File: src/rtl/boot_loader_ctrl.sv
// ---------------------------------------------------------------------------
// boot_loader_ctrl
//   Power-up program loader. Receives a length-prefixed byte stream from the
//   host link and writes the payload into RAM through the MMU boot path. The
//   CPU is held in reset until the whole image is in RAM and its 8-bit
//   checksum matches.
//
//   Stream format: LEN_LO, LEN_HI, LEN payload bytes, CSUM.
//   CSUM is the mod-256 sum of the payload bytes.
//
// Ports
//   clk        system clock, rising edge
//   reset_n    asynchronous active-low reset
//   rx_data    byte from host link
//   rx_valid   rx_data valid
//   rx_ready   controller accepts rx_data (transfer = rx_valid & rx_ready)
//   boot_skip  in LEN_LO: bypass the load and go straight to DONE
//   reboot     single-cycle pulse, restarts the load from DONE/ERROR
//   booting    MMU selects boot_data as the RAM write source
//   boot_addr  RAM write address
//   boot_data  RAM write data
//   ram_we     one-cycle RAM write strobe
//   cpu_rst_n  active-low CPU reset
//   boot_done  image loaded and checksum passed
//   boot_err   length or checksum error, sticky until reboot/reset
// ---------------------------------------------------------------------------
module boot_loader_ctrl #(
    parameter logic [15:0] LOAD_BASE   = 16'h0100,
    parameter logic [15:0] MAX_LEN     = 16'h0F00,
    parameter int unsigned RELEASE_DLY = 4
) (
    input  logic        clk,
    input  logic        reset_n,
    input  logic [7:0]  rx_data,
    input  logic        rx_valid,
    output logic        rx_ready,
    input  logic        boot_skip,
    input  logic        reboot,
    output logic        booting,
    output logic [15:0] boot_addr,
    output logic [7:0]  boot_data,
    output logic        ram_we,
    output logic        cpu_rst_n,
    output logic        boot_done,
    output logic        boot_err
);

    typedef enum logic [2:0] {
        S_LEN_LO,
        S_LEN_HI,
        S_DATA,
        S_CSUM,
        S_DONE,
        S_ERROR
    } state_t;

    localparam logic [3:0] DLY_LAST = 4'(RELEASE_DLY - 1);

    state_t      r_state;
    logic [15:0] r_len;
    logic [15:0] r_cnt;
    logic [7:0]  r_sum;
    logic [3:0]  r_dly;

    logic        r_rx_ready;
    logic        r_booting;
    logic [15:0] r_boot_addr;
    logic [7:0]  r_boot_data;
    logic        r_ram_we;
    logic        r_cpu_rst_n;
    logic        r_boot_done;
    logic        r_boot_err;

    logic        w_xfer;
    logic [15:0] w_len_full;

    assign w_xfer     = rx_valid & r_rx_ready;
    assign w_len_full = {rx_data, r_len[7:0]};

    always_ff @(posedge clk or negedge reset_n) begin
        if (!reset_n) begin
            r_state     <= S_LEN_LO;
            r_len       <= '0;
            r_cnt       <= '0;
            r_sum       <= '0;
            r_dly       <= '0;
            r_rx_ready  <= 1'b0;
            r_booting   <= 1'b1;
            r_boot_addr <= LOAD_BASE;
            r_boot_data <= '0;
            r_ram_we    <= 1'b0;
            r_cpu_rst_n <= 1'b0;
            r_boot_done <= 1'b0;
            r_boot_err  <= 1'b0;
        end else begin
            // Strobe lasts one cycle; the address advances the cycle after
            // each strobe so back-to-back bytes land at consecutive addresses.
            r_ram_we <= 1'b0;
            if (r_ram_we) begin
                r_boot_addr <= r_boot_addr + 16'd1;
            end

            case (r_state)
                S_LEN_LO: begin
                    if (boot_skip) begin
                        r_state     <= S_DONE;
                        r_rx_ready  <= 1'b0;
                        r_booting   <= 1'b0;
                        r_boot_done <= 1'b1;
                        r_dly       <= '0;
                    end else begin
                        // Ready comes up one cycle after reset/reboot.
                        r_rx_ready <= 1'b1;
                        if (w_xfer) begin
                            r_len[7:0] <= rx_data;
                            r_state    <= S_LEN_HI;
                        end
                    end
                end

                S_LEN_HI: begin
                    if (w_xfer) begin
                        r_len[15:8] <= rx_data;
                        r_sum       <= '0;
                        r_cnt       <= '0;
                        r_boot_addr <= LOAD_BASE;
                        if (w_len_full == 16'd0) begin
                            r_state <= S_CSUM;
                        end else if (w_len_full > MAX_LEN) begin
                            r_state    <= S_ERROR;
                            r_rx_ready <= 1'b0;
                            r_boot_err <= 1'b1;
                        end else begin
                            r_state <= S_DATA;
                        end
                    end
                end

                S_DATA: begin
                    if (w_xfer) begin
                        r_boot_data <= rx_data;
                        r_sum       <= r_sum + rx_data;
                        r_ram_we    <= 1'b1;
                        r_cnt       <= r_cnt + 16'd1;
                        if (r_cnt == r_len - 16'd1) begin
                            r_state <= S_CSUM;
                        end
                    end
                end

                S_CSUM: begin
                    if (w_xfer) begin
                        r_rx_ready <= 1'b0;
                        if (rx_data == r_sum) begin
                            r_state     <= S_DONE;
                            r_booting   <= 1'b0;
                            r_boot_done <= 1'b1;
                            r_dly       <= '0;
                        end else begin
                            r_state    <= S_ERROR;
                            r_boot_err <= 1'b1;
                        end
                    end
                end

                S_DONE: begin
                    if (reboot) begin
                        r_state     <= S_LEN_LO;
                        r_rx_ready  <= 1'b1;
                        r_booting   <= 1'b1;
                        r_cpu_rst_n <= 1'b0;
                        r_boot_done <= 1'b0;
                        r_boot_addr <= LOAD_BASE;
                    end else if (!r_cpu_rst_n) begin
                        // Counts DONE cycles; release lands on the
                        // RELEASE_DLY-th edge after entering DONE.
                        if (r_dly == DLY_LAST) begin
                            r_cpu_rst_n <= 1'b1;
                        end else begin
                            r_dly <= r_dly + 4'd1;
                        end
                    end
                end

                S_ERROR: begin
                    if (reboot) begin
                        r_state     <= S_LEN_LO;
                        r_rx_ready  <= 1'b1;
                        r_boot_err  <= 1'b0;
                        r_boot_addr <= LOAD_BASE;
                    end
                end

                default: begin
                    r_state <= S_LEN_LO;
                end
            endcase
        end
    end

    assign rx_ready  = r_rx_ready;
    assign booting   = r_booting;
    assign boot_addr = r_boot_addr;
    assign boot_data = r_boot_data;
    assign ram_we    = r_ram_we;
    assign cpu_rst_n = r_cpu_rst_n;
    assign boot_done = r_boot_done;
    assign boot_err  = r_boot_err;

endmodule

File: config.mk
export PLATFORM = sky130hd
export DESIGN_NAME = boot_loader_ctrl
export DESIGN_NICKNAME = d
export VERILOG_FILES = /design/src/rtl/boot_loader_ctrl.sv
export SDC_FILE = /design/constraint.sdc
export NUM_CORES = 1
export LEC_CHECK = 0
export CAP_MARGIN = 20
export CORE_ASPECT_RATIO = 1.4
export CORE_UTILIZATION = 60
export DETAILED_ROUTE_END_ITERATION = 7
export HOLD_SLACK_MARGIN = 0.1
export PLACE_DENSITY = 0.81
export SLEW_MARGIN = 20
export SYNTH_ARGS = -nofsm -noshare
export SYNTH_HDL_FRONTEND = slang
export SYNTH_SLANG_ARGS = --single-unit
File: constraint.sdc
create_clock -name clk -period 4.8 [get_ports clk]
set_input_delay 0.72 -clock clk [delete_from_list [all_inputs] [get_ports clk]]
set_output_delay 0.72 -clock clk [all_outputs]
set_load 0.005 [all_outputs]
==> summary.md <==
| Metric | Value |
|---|---|
| Outcome | `finished clean` |
| Rows | `36` |
| Number of post-CTS setup repair buffers | `0` |
| Met2 routed WL | `4740 microns` |
| Synth cell types | `61` |
| Worst setup SP type | `primary input` |
| First-pass GRT wire length | `15200 microns` |
| Reg2reg path depth | `8` |
| CP Launch Point | `rx_data[1]` |
| Register bit total from synthesis | `77` |
| Vias per std cell | `5.90` |
| Leak pwr | `2.20 nW` |
| NumNets Final | `495` |
| Fillers | `547` |
| Final Cycle Share | `62.4%` |
| Area taken by multi-input logic gates | `2350 sq um` |
| Tightest Hold Check Type | `reg -> reg` |
| Sequential cell area | `1930 sq um` |
| Die area | `7650 sq um` |
| Initial antenna violation count | `0` |
| YS warnings | `0` |
| VDD IR max | `341 uV` |
| Async set-reset flop share out of synthesis | `100%` |
| Clk_lat worst skew | `0.34 ns` |
| Reg clk slew, reported paths | `0.07 ns` |
| Fin. Hold Viols | `0` |
| Largest net degree at the start of global routing | `78` |
| RR Endpoint | `r_state[0]$_DFFE_PN0P_` |
| Post-synth top flop | `dfrtp_1` |
| Final setup fails | `0` |
| Clock skew | `0.00556 ns` |
| Met3 wire len | `349 microns` |
| Worst setup EP type | `register` |
| H-tree lvl count | `3` |
| Max_cap viols | `0` |
| Antenna-violating nets left | `0` |
| Hold Buf Count CTS | `0` |
| Post-DP HPWL | `6580 microns` |
| Crit Path Class | `in -> reg` |
| Post-synth top area cell | `dfrtp_1` |
| ANT cells | `0` |
| Post-CTS Resized | `0` |
| Fraction of layout cells with a size suffix above 1 | `7.59%` |
| Core Area | `7030 sq um` |
| Post-Syn Area per Cell | `10.2 sq um` |
| Syn Nets | `456` |
| Area of the mapped netlist | `4380 sq um` |
| Worst setup path endpoint | `r_sum[7]$_DFFE_PN0P_` |
| Die W | `74.2 microns` |
| Number of global-route vias before repair | `3257` |
| Die Y | `103 microns` |
| Port Buffers | `42` |
| Slew Limit Fails | `0` |
| Top cells by area, synth | `dfrtp_1 (43%), xor2_1 (7.2%), mux2_1 (4.9%)` |
| Clock sink count | `77` |
| Setup TNS | `0 ns` |
| Initial core utilization | `62.3%` |
| Final wirelength | `9160 microns` |
| Final Critical Period | `3.00 ns` |
| GRT Overall Usage | `26.5%` |
| DR iter-0 viols | `157` |
| Wire length on met1 | `3780 microns` |
| Critical Path RT | `5.06 ns` |
| Max clock buf depth | `2` |
| Area Growth Syn to Fin | `14.9%` |
| Detailed Routing Iterations Pass 1 | `4` |
| Ports | `43` |
| Register area share after synthesis | `44.1%` |
| Overflow after GRT | `0` |
| CTS tree | `built` |
| RSZ-0062 raised after global routing | `false` |
| Post-synth EDFFs | `0` |
| Worst-path maximum fanout | `7` |
| Root cell of the clock tree | `clkbuf_8` |
| Flop2flop setup slack | `2.28 ns` |
| Avg WL per Cell | `16.1 microns` |
| Synth cell count leaders | `dfrtp_1 (75), nor2_1 (50), xor2_1 (36)` |
| Num CTS Buffers | `9` |
| Post-Syn Instances | `430` |
| Peak Freq | `334 MHz` |
| RR Startpoint | `r_len[0]$_DFFE_PN0P_` |
| Count leader, synth | `dfrtp_1` |
| Worst slew pin tran | `0.961 ns` |
| Worst hold margin | `0.472 ns` |
| Synth top area share | `42.9%` |
| Highest metal used | `met4` |
| Via Count | `3358` |
| Worst Path Arrival | `3.26 ns` |
| Drt drc | `0` |
| Pwr/cell area | `440 nW/um^2` |
| Slew margin rel. | `35.9%` |
| GPL Wtd Cong | `0.849` |
## state kept, by name, summed over array words and instances (netlist names)
signal     cells
r_len         16
r_cnt         16
ram_we         1
r_dly          4
boot_err       1
r_sum          8
boot_data      8
booting        1
rx_ready       1
boot_addr     16
boot_done      1
cpu_rst_n      1
r_state        3
## metal layers
metal / GRT usage [%] / up-vias
met5: 0 / -
li1: - / 1604
met3: 4.11 / 26
met1: 32.6 / 1628
met2: 44.3 / 100
met4: 14.8 / 0
## cells in the final DEF (no fill, tap or decap), types with 8 or more instances in the layout
cell	Yosys	routed
ha_1	12	12
nand3_1	12	12
nor2_1	50	50
clkbuf_8	0	10
nand4_1	14	14
nand2_1	31	31
mux2_1	19	19
xor2_1	36	36
and3_1	9	9
clkdlybuf4s50_1	0	41
dfrtp_1	75	75
a21oi_1	12	11
a22o_1	8	8
nor3_1	10	10
xnor2_1	21	21
o21ai_0	8	8
## worst max-delay path, stage by stage
cell and delay [ns]:
clkdlybuf4s50_1 0.69, ha_1 0.33, a21o_1 0.18, a21oi_1 0.25, o21ai_1 0.14, o41ai_1 0.40, mux2i_1 0.30, mux2i_1 0.24
## worst min path at each step
stage                          startpoint                      to  cells after the start
global route          booting$_DFFE_PN1P_     booting$_DFFE_PN1P_                      2
finish                booting$_DFFE_PN1P_     booting$_DFFE_PN1P_                      2
floorplan                         reset_n  boot_addr[0]$_DFF_PN0_                      0
CTS                   booting$_DFFE_PN1P_     booting$_DFFE_PN1P_                      2
global placement      booting$_DFFE_PN1P_     booting$_DFFE_PN1P_                      2
detailed placement  boot_done$_DFFE_PN0P_   boot_done$_DFFE_PN0P_                      1
## final cells by class
class,count,share of cell area [%]
Inverter,8,0.597
Sequential cell,77,38.4
Multi-Input combinational cell,330,46.8
Timing Repair Buffer,43,8.46
Clock inverter,4,0.498
Clock buffer,12,2.89
Tap cell,95,2.36
## power by group
group / switching [mW] / leakage (nW) / internal, mW
Combinational: 0.405 / 1.10 / 0.401
Clock: 0.227 / 0.0824 / 0.200
Sequential: 0.194 / 1.02 / 0.787
Total: 0.826 / 2.20 / 1.39
## kinds of logic (layout without fill, tap and decap cells)
family          Yosys count  count (layout)  synth area share, %
simple gates            167             167                 20.7
buf+inv                  23              67                 2.23
xor+xnor                 57              57                 11.4
mux                      28              28                 7.03
fa+ha+maj                13              13                 3.89
compound gates           65              65                 10.6
flops                    77              77                 44.1
## through the flow
step                std cells  total power, mW  util (%)  worst slack [ns]  area [sq um]
floorplan                 430             1.53         -              2.22          4380
global placement          553             1.76      69.1              1.60          4850
detailed placement        553             1.79      69.1              1.53          4850
CTS                       569             2.23      71.5              1.88          5020
global route              569             2.36      71.6              1.75          5030
finish                    569             2.21      71.6              1.80          5030
Power figures use the tool's default switching activity.
